$ cat config.mk
export PLATFORM = sky130hd
export DESIGN_NAME = lsu_mem_ctrl
export DESIGN_NICKNAME = d
export VERILOG_FILES = /design/src/rtl/lsu_mem_ctrl.sv
export SDC_FILE = /design/constraint.sdc
export NUM_CORES = 1
export LEC_CHECK = 0
export CORE_AREA = 10 10 138 140
export CTS_CLUSTER_SIZE = 8
export DETAILED_ROUTE_END_ITERATION = 10
export DIE_AREA = 0 0 148 150
export PLACE_DENSITY = 0.68
export SYNTH_ARGS = -nofsm -noshare
export SYNTH_HDL_FRONTEND = slang
export SYNTH_SLANG_ARGS = --single-unit
$ cat constraint.sdc
create_clock -name clk_i -period 6.13 [get_ports clk_i]
set_input_delay 1.5325 -clock clk_i [delete_from_list [all_inputs] [get_ports clk_i]]
set_output_delay 1.5325 -clock clk_i [all_outputs]
set_load 0.01 [all_outputs]
$ cat src/rtl/lsu_mem_ctrl.sv
// Memory-access stage: issues loads/stores on a req/gnt/rvalid bus, aligns load data, flags misaligned/faulting accesses.
// Latency: 3 cycles for a load/store with gnt in the request cycle and rvalid the next; stalls ex_mem while a transaction is open.
// Optional macro LSU_BUS_TIMEOUT_EN bounds gnt/rvalid waits to TIMEOUT_CYCLES and turns an expiry into an access fault.
module lsu_mem_ctrl #(
    parameter int TIMEOUT_CYCLES = 255
) (
    input  logic        clk_i,
    input  logic        rst_i,
    input  logic        flush_i,
    input  logic [3:0]  mem_op_i,
    input  logic [31:0] mem_addr_i,
    input  logic [31:0] mem_wdata_i,
    input  logic        rd_we_i,
    input  logic [4:0]  rd_addr_i,
    input  logic [31:0] rd_wdata_i,
    input  logic        csr_we_i,
    input  logic [11:0] csr_waddr_i,
    input  logic [31:0] csr_wdata_i,
    output logic        dbus_req_o,
    output logic        dbus_we_o,
    output logic [31:0] dbus_addr_o,
    output logic [3:0]  dbus_be_o,
    output logic [31:0] dbus_wdata_o,
    input  logic        dbus_gnt_i,
    input  logic        dbus_rvalid_i,
    input  logic [31:0] dbus_rdata_i,
    input  logic        dbus_err_i,
    output logic        stall_req_o,
    output logic        rd_we_o,
    output logic [4:0]  rd_addr_o,
    output logic [31:0] rd_wdata_o,
    output logic        csr_we_o,
    output logic [11:0] csr_waddr_o,
    output logic [31:0] csr_wdata_o,
    output logic        exc_valid_o,
    output logic [3:0]  exc_cause_o,
    output logic [31:0] exc_tval_o
);

    typedef enum logic [2:0] {IDLE, WAIT_GNT, WAIT_RSP, DONE, ABORT} state_t;

    state_t      state_q, state_d;
    logic [31:0] load_q, load_d;
    logic        err_q, err_d;

    logic is_load, is_store, is_byte, is_half, is_word, is_uns;
    logic is_mem, misaligned, bus_drive, tmo_hit;

    always_comb begin
        is_load  = 1'b0;
        is_store = 1'b0;
        is_byte  = 1'b0;
        is_half  = 1'b0;
        is_word  = 1'b0;
        is_uns   = 1'b0;
        case (mem_op_i)
            4'd1: begin is_load  = 1'b1; is_byte = 1'b1; end
            4'd2: begin is_load  = 1'b1; is_half = 1'b1; end
            4'd3: begin is_load  = 1'b1; is_word = 1'b1; end
            4'd4: begin is_load  = 1'b1; is_byte = 1'b1; is_uns = 1'b1; end
            4'd5: begin is_load  = 1'b1; is_half = 1'b1; is_uns = 1'b1; end
            4'd6: begin is_store = 1'b1; is_byte = 1'b1; end
            4'd7: begin is_store = 1'b1; is_half = 1'b1; end
            4'd8: begin is_store = 1'b1; is_word = 1'b1; end
            default: ;
        endcase
    end

    assign is_mem     = is_load | is_store;
    assign misaligned = (is_half & mem_addr_i[0]) | (is_word & (|mem_addr_i[1:0]));

    logic [3:0]  be_base;
    logic [31:0] bus_wdata;
    logic [31:0] rdata_shift;
    logic [31:0] load_ext;

    always_comb begin
        be_base   = is_byte ? 4'b0001 : (is_half ? 4'b0011 : 4'b1111);
        bus_wdata = is_byte ? {4{mem_wdata_i[7:0]}} :
                    (is_half ? {2{mem_wdata_i[15:0]}} : mem_wdata_i);
        rdata_shift = dbus_rdata_i >> {mem_addr_i[1:0], 3'b000};
        if (is_byte)
            load_ext = is_uns ? {24'd0, rdata_shift[7:0]}
                              : {{24{rdata_shift[7]}}, rdata_shift[7:0]};
        else if (is_half)
            load_ext = is_uns ? {16'd0, rdata_shift[15:0]}
                              : {{16{rdata_shift[15]}}, rdata_shift[15:0]};
        else
            load_ext = rdata_shift;
    end

`ifdef LSU_BUS_TIMEOUT_EN
    localparam int CW = $clog2(TIMEOUT_CYCLES + 1);
    logic [CW-1:0] tmo_cnt;

    // Counter restarts on every state change, so it measures time spent in the current wait state.
    always_ff @(posedge clk_i) begin
        if (rst_i)
            tmo_cnt <= '0;
        else if (state_d != state_q)
            tmo_cnt <= '0;
        else if (state_q == WAIT_GNT || state_q == WAIT_RSP || state_q == ABORT)
            tmo_cnt <= tmo_cnt + 1'b1;
    end

    assign tmo_hit = (tmo_cnt == CW'(TIMEOUT_CYCLES - 1));
`else
    logic unused_tmo_cfg;
    assign unused_tmo_cfg = (TIMEOUT_CYCLES != 0);
    assign tmo_hit        = 1'b0;
`endif

    always_comb begin
        state_d      = state_q;
        load_d       = load_q;
        err_d        = err_q;
        bus_drive    = 1'b0;
        dbus_req_o   = 1'b0;
        dbus_we_o    = 1'b0;
        dbus_addr_o  = '0;
        dbus_be_o    = '0;
        dbus_wdata_o = '0;
        stall_req_o  = 1'b0;
        rd_we_o      = 1'b0;
        rd_addr_o    = rd_addr_i;
        rd_wdata_o   = rd_wdata_i;
        csr_we_o     = 1'b0;
        csr_waddr_o  = csr_waddr_i;
        csr_wdata_o  = csr_wdata_i;
        exc_valid_o  = 1'b0;
        exc_cause_o  = '0;
        exc_tval_o   = '0;

        case (state_q)
            IDLE: begin
                if (!flush_i) begin
                    if (!is_mem) begin
                        rd_we_o  = rd_we_i;
                        csr_we_o = csr_we_i;
                    end else if (misaligned) begin
                        exc_valid_o = 1'b1;
                        exc_cause_o = is_load ? 4'd4 : 4'd6;
                        exc_tval_o  = mem_addr_i;
                    end else begin
                        bus_drive   = 1'b1;
                        stall_req_o = 1'b1;
                        load_d      = '0;
                        err_d       = 1'b0;
                        state_d     = dbus_gnt_i ? WAIT_RSP : WAIT_GNT;
                    end
                end
            end
            WAIT_GNT: begin
                if (flush_i) begin
                    state_d = IDLE;
                end else begin
                    bus_drive   = 1'b1;
                    stall_req_o = 1'b1;
                    // A grant wins over a simultaneous expiry so no response is left orphaned.
                    if (dbus_gnt_i) begin
                        state_d = WAIT_RSP;
                    end else if (tmo_hit) begin
                        err_d   = 1'b1;
                        state_d = DONE;
                    end
                end
            end
            WAIT_RSP: begin
                stall_req_o = 1'b1;
                if (dbus_rvalid_i) begin
                    if (flush_i) begin
                        state_d = IDLE;
                    end else begin
                        load_d  = is_load ? load_ext : 32'd0;
                        err_d   = dbus_err_i;
                        state_d = DONE;
                    end
                end else if (flush_i) begin
                    state_d = ABORT;
                end else if (tmo_hit) begin
                    err_d   = 1'b1;
                    state_d = DONE;
                end
            end
            DONE: begin
                state_d = IDLE;
                if (!flush_i) begin
                    if (err_q) begin
                        exc_valid_o = 1'b1;
                        exc_cause_o = is_load ? 4'd5 : 4'd7;
                        exc_tval_o  = mem_addr_i;
                    end else begin
                        rd_we_o    = is_load & rd_we_i;
                        rd_wdata_o = is_load ? load_q : rd_wdata_i;
                        csr_we_o   = csr_we_i;
                    end
                end
            end
            ABORT: begin
                stall_req_o = 1'b1;
                if (dbus_rvalid_i || tmo_hit)
                    state_d = IDLE;
            end
            default: state_d = IDLE;
        endcase

        if (bus_drive) begin
            dbus_req_o   = 1'b1;
            dbus_we_o    = is_store;
            dbus_addr_o  = {mem_addr_i[31:2], 2'b00};
            dbus_be_o    = be_base << mem_addr_i[1:0];
            dbus_wdata_o = is_store ? bus_wdata : 32'd0;
        end

        // Outputs read as zero while reset is held, independent of ex_mem contents.
        if (rst_i) begin
            dbus_req_o   = 1'b0;
            dbus_we_o    = 1'b0;
            dbus_addr_o  = '0;
            dbus_be_o    = '0;
            dbus_wdata_o = '0;
            stall_req_o  = 1'b0;
            rd_we_o      = 1'b0;
            rd_addr_o    = '0;
            rd_wdata_o   = '0;
            csr_we_o     = 1'b0;
            csr_waddr_o  = '0;
            csr_wdata_o  = '0;
            exc_valid_o  = 1'b0;
            exc_cause_o  = '0;
            exc_tval_o   = '0;
        end
    end

    always_ff @(posedge clk_i) begin
        if (rst_i) begin
            state_q <= IDLE;
            load_q  <= '0;
            err_q   <= 1'b0;
        end else begin
            state_q <= state_d;
            load_q  <= load_d;
            err_q   <= err_d;
        end
    end

endmodule

# Word-level counts from Yosys, hierarchy flattened
# Cells that the tools add are included.
[word_totals]
reg_bits = 36
latchBits = 0
ramBits = 0
romBits = 0
input_bits = 189
out_inout_bits = 191
elab_cells = 141
n_memories = 0
[classes]
add_sub_neg = 0
multipliers = 0
div = 0
order_cmp = 0
n_eq_ne = 20
shifts = 2
muxes = 99
bitwise = 5
n_reduce_logical = 12
[ops]
columns = ["cell", "n"]
rows = [
  ["32-bit 2-to-1 mux", 29],
  ["32-bit one-hot mux with 2 select lines", 2],
  ["3-bit 2-to-1 mux", 13],
  ["1-bit 2-to-1 mux", 36],
  ["32-bit by 5-bit right shift with 32-bit output", 1],
  ["4-bit 2-to-1 mux", 5],
  ["4-bit by 3-bit == test with 1-bit output (second input constant)", 4],
  ["12-bit 2-to-1 mux", 1],
  ["2-bit inequality test (second input constant)", 6],
  ["3-bit one-hot mux with 4 select lines", 1],
  ["6-bit AND reduction", 2],
  ["1-bit one-hot mux with 2 select lines", 5],
  ["3-bit OR reduction", 3],
  ["4-bit by 2-bit == test with 1-bit output (second input constant)", 2],
  ["2-bit 2-to-1 mux", 4],
  ["2-bit OR reduction", 4],
  ["3-bit by 2-bit == test with 1-bit output (second input constant)", 2],
  ["3-bit inequality test (second input constant)", 2],
  ["3-bit one-hot mux with 2 select lines", 1],
  ["5-bit 2-to-1 mux", 1],
  ["5-bit OR reduction", 1],
  ["4-bit by 1-bit == test with 1-bit output (second input constant)", 1],
  ["4-bit == test (second input constant)", 1],
  ["4-bit by 2-bit << shifter with 4-bit output", 1],
  ["7 further kinds", 10],
]

# Logic depth before layout (Yosys ltp)
[logic_depth]
depth_word = 11
mapped_depth = 9
mapped_depth_nobuf = 6

# Worst setup path before layout
# Ideal clock, no wire load.
[synth_path]
path_kind = "input to output"
startpoint = "input mem_addr_i[0]"
endpoint = "output exc_cause_o[2]"
arrival_ns = 3.130
path_slack_ns = 1.468
path_stages = 8
path_buffers = 3
path_cell_list = "buf_2 -> or2_2 -> a22oi_1 -> o32ai_1 -> a31oi_1 -> clkbuf_1 -> inv_1 -> buf_4"
[synth_via]
elab_chain_cells = 8
[synth_lines]
columns = ["item", "line_no", "source"]
rows = [
  ["start, declared", "11", "input logic [31:0] mem_addr_i,"],
  ["2-bit OR reduction", "70", "assign misaligned = (is_half & mem_addr_i[0]) | (is_word & (|mem_addr_i[1:0]));"],
  ["1-bit bitwise AND", "70", ""],
  ["1-bit OR *", "70", ""],
  ["3-bit 2-to-1 mux *", "140", "end else if (misaligned) begin"],
  ["3-bit 2-to-1 mux *", "137", "if (!is_mem) begin"],
  ["3-bit 2-to-1 mux *", "136", "if (!flush_i) begin"],
  ["3-bit one-hot mux with 2 select lines *", "134", "case (state_q)"],
  ["4-bit 2-to-1 mux *", "216", "if (rst_i) begin"],
  ["end, declared", "36", "output logic [3:0] exc_cause_o,"],
]
# Mark *: on every way between the ends. The rest lies on a longest branch, timed or not.

# Worst setup path in the final report
[layout_path]
startpoint = "input mem_op_i[3]"
endpoint = "output dbus_wdata_o[21]"
[layout_via]
elab_chain_cells = 11
[layout_lines]
columns = ["item", "line_no", "source"]
rows = [
  ["start, declared", "10", "input logic [3:0] mem_op_i,"],
  ["4-bit by 3-bit == test with 1-bit output, or another cell as far along", "56", "case (mem_op_i)"],
  ["3-bit OR reduction (no line) or 2-bit OR reduction (tied branches)", "-", ""],
  ["1-bit 2-to-1 mux", "56", ""],
  ["1-bit bitwise AND", "70", ""],
  ["1-bit OR", "70", ""],
  ["1-bit 2-to-1 mux", "140", ""],
  ["1-bit 2-to-1 mux", "137", ""],
  ["1-bit 2-to-1 mux", "136", ""],
  ["1-bit one-hot mux with 2 select lines", "134", ""],
  ["32-bit 2-to-1 mux *", "207", "if (bus_drive) begin"],
  ["32-bit 2-to-1 mux *", "216", ""],
  ["end, declared", "23", "output logic [31:0] dbus_wdata_o,"],
]
# Marked as above.

==> impl_metrics.ini <==
[detailed_routing]
viasPerCell = 4.756
wl_met2_mm = 11.77
wl_per_cell_um = 19.44
ant_nets = 0
firstDrtPassIters = 4
routed-wl-met3_mm = 2.082
dr.first_iter.drc_count = 184
wl_mm = 22.75
vias = 5564
dr.max_layer_used = met4
drc = 0
wl_met1_mm = 8.569

[synth]
synth_edf_count = 0
netlist_area_sq_mm = 0.004048
synth_top_cell_area_share = 0.1781
ys_seq_area_frac = 0.1781
async_flop_share = 0
synth_seq_cells = 36
ys_warn_count = 0
synth_ff_type = dfxtp_1
synth.distinct_cells = 55
syn_avg_cell_area_sq_um = 6.657
syn_inst = 608
yosys.area.top_type = dfxtp_1
synth.area.top_cells = dfxtp_1, nor2b_1, a21oi_1

[placed_design]
place_congestion = 0.8100
dp_hpwl_mm = 18.69
dpl-instance-area_sq_mm = 0.007959
io_buffers = 376

[clock_network]
ctsResizeCount = 0
cts_buffers = 5
ctsHoldBuffers = 0
cts_setup_buffers = 0
clk_latency_ps = 280
cts_root_buf = clkbuf_16
numClockSinks = 36
clk_path_buf_depth = 2
clk_pin_slew_ps = 60
htreeDepth = 2
cts_tree = built

[worst_setup_path]
r2r_slack_ps = 3610
path_buf_inv = 5
max_stage_delay_ps = 590
crit_chain = clkdlybuf4s50_1 -> buf_4 -> inv_1 -> o211ai_1 -> nand4b_1 -> nand3_1 -> buf_4 -> a21oi_1 -> clkdlybuf4s50_1
r2r_end = load_q[28]$_SDFFE_PP0P_
cp_max_fo = 16
path_depth = 9
cp_data_arrival_time_ps = 4280
crit_type = primary input to primary output
slowest_stage = clkdlybuf4s50_1
reg2regPathDepth = 5
cp_top_family = buffers and inverters
r2r-start = state_q[1]$_SDFFE_PP0P_
cp.required_ps = 4600
worst_setup_path_start_kind = primary input
critPathCaptureType = primary output

[global_routing]
grt_pass1_vias = 5588
track_usage = 0.1893
grt_overflow = 0
grt_max_degree = 83
grt_pass1_wl_mm = 33.61
antenna_found_initial = 1

[floorplanning]
coreArea_sq_mm = 0.01635
ios = 380
rows = 47
die_x_um = 148
fp.dieArea_sq_mm = 0.02220
start_util = 0.2476
dieHeight_um = 150

[sta]
hold_violations = 0
setup_violations = 0
drv_slew = 0
max-slew-margin-rel = 0.4383
finalCritPeriodShare = 0.9488
worst_pin_slew_ps = 840.9
tns_ps = 0
clock.fmax_ghz = 0.1719
skew_ps = 3.423
finalCriticalPeriod_ps = 5816
rsz0062_at_grt = no

[layout]
nFillCells = 1637
nets = 1137
drive_gt1_frac = 0.05690
postLayoutCellArea_sq_mm = 0.008125
synthToLayoutAreaGrowth_pct = 100.7

[worst_hold_path]
holdPathEnd = load_q[25]$_SDFFE_PP0P_
holdPathStages = 1
min_from = load_q[25]$_SDFFE_PP0P_
hold_class = register to register

[pwr]
ir_worst_vdd_mv = 0.08295
power_density_mw_per_mm2 = 115.1
leakage_nw = 3.121

[run]
drv_cap = 0

[status]
run_status = complete, no violations
==> stage by stage <==
stage	hold WS (ps)	total power [mW]	instances	worst slack, ps	util
2_1_floorplan	432.2	0.4114	610	1468	-
3_3_place_gp	453.0	0.6535	1161	347.2	0.4868
3_5_place_dp	450.0	0.6549	1161	329.7	0.4868
4_1_cts	463.2	0.9461	1169	301.2	0.4969
5_1_grt	485.0	0.9855	1170	82.98	0.4970
6_report	459.8	0.9353	1170	313.9	0.4970
==> layout make-up <==
type / instances / area [sq um] / share of cell area
antenna: 1 / 2.502 / 0.0003080
multi-input combinational: 504 / 3028 / 0.3727
timing repair buffer: 394 / 3909 / 0.4811
clock buffer: 6 / 128.9 / 0.01586
inverter: 7 / 26.28 / 0.003234
tap: 220 / 275.3 / 0.03388
clock inverter: 2 / 35.03 / 0.004312
sequential: 36 / 720.7 / 0.08870
==> cells in the mapped netlist, drive strengths merged, types with 5 or more instances <==
cell type,instances
a21oi,87
a22o,8
and2,10
and3,33
buf,24
clkbuf,39
dfxtp,36
inv,6
mux2,16
mux2i,16
nand2,113
nand3,5
nand3b,18
nor2,18
nor2b,87
nor3,5
o21ai,22
o2bb2ai,8
o31ai,15
==> where the power goes <==
group          internal (mW)  switching (mW)  total [mW]
sequential             0.236         0.00291       0.239
clock                  0.191          0.0970       0.288
combinational          0.237           0.171       0.409
total                  0.664           0.271       0.935
==> cell families (layout without fill, tap and decap cells) <==
group / after synthesis / after routing / share of synthesized area
AOI/OAI and AO/OA: 159 / 159 / 0.2349
DFF: 36 / 36 / 0.1781
and+or+nand+nor: 308 / 308 / 0.4133
xor gates and xnor gates: 1 / 1 / 0.002164
other: 1 / 4 / 0.0009265
muxes: 33 / 33 / 0.08964
buffers and inverters: 70 / 409 / 0.08099
==> flip-flops by register name, summed over array words and instances (netlist names) <==
register	cells
err_q	1
load_q	32
state_q	3
==> layout by cell type, fill, tap and decap left out, types with 3 or more instances in the layout <==
| master | count |
|---|---|
| nand3b_1 | 18 |
| nand3_1 | 5 |
| o2bb2ai_1 | 8 |
| buf_4 | 18 |
| nor2b_1 | 86 |
| a211oi_1 | 3 |
| nor2_1 | 17 |
| clkdlybuf4s50_1 | 375 |
| o31ai_1 | 15 |
| clkbuf_16 | 5 |
| nor3_1 | 5 |
| mux2_2 | 16 |
| dfxtp_1 | 36 |
| and3_1 | 33 |
| a21oi_1 | 86 |
| a22o_1 | 8 |
| a21o_1 | 3 |
| inv_1 | 5 |
| and2_1 | 10 |
| mux2i_1 | 16 |
| conb_1 | 3 |
| o21ai_0 | 21 |
| nand2_1 | 113 |
==> per-layer routing <==
layer	track usage	vias up
li1	-	2790
met1	0.2049	2513
met2	0.3454	243
met3	0.06884	18
met4	0.04014	0
met5	0	-
==> how the worst max path moves through the flow <==
| stage | endpoint | slack (ps) | start |
|---|---|---|---|
| floorplan | exc_cause_o[2] | 1470 | mem_addr_i[0] |
| CTS | dbus_wdata_o[9] | 300 | mem_op_i[3] |
| global route | dbus_wdata_o[9] | 80 | mem_op_i[3] |
| global placement | dbus_wdata_o[9] | 350 | mem_op_i[3] |
| detailed placement | dbus_wdata_o[9] | 330 | mem_op_i[3] |
| finish | dbus_wdata_o[21] | 310 | mem_op_i[3] |
Power figures use the tool's default switching activity.
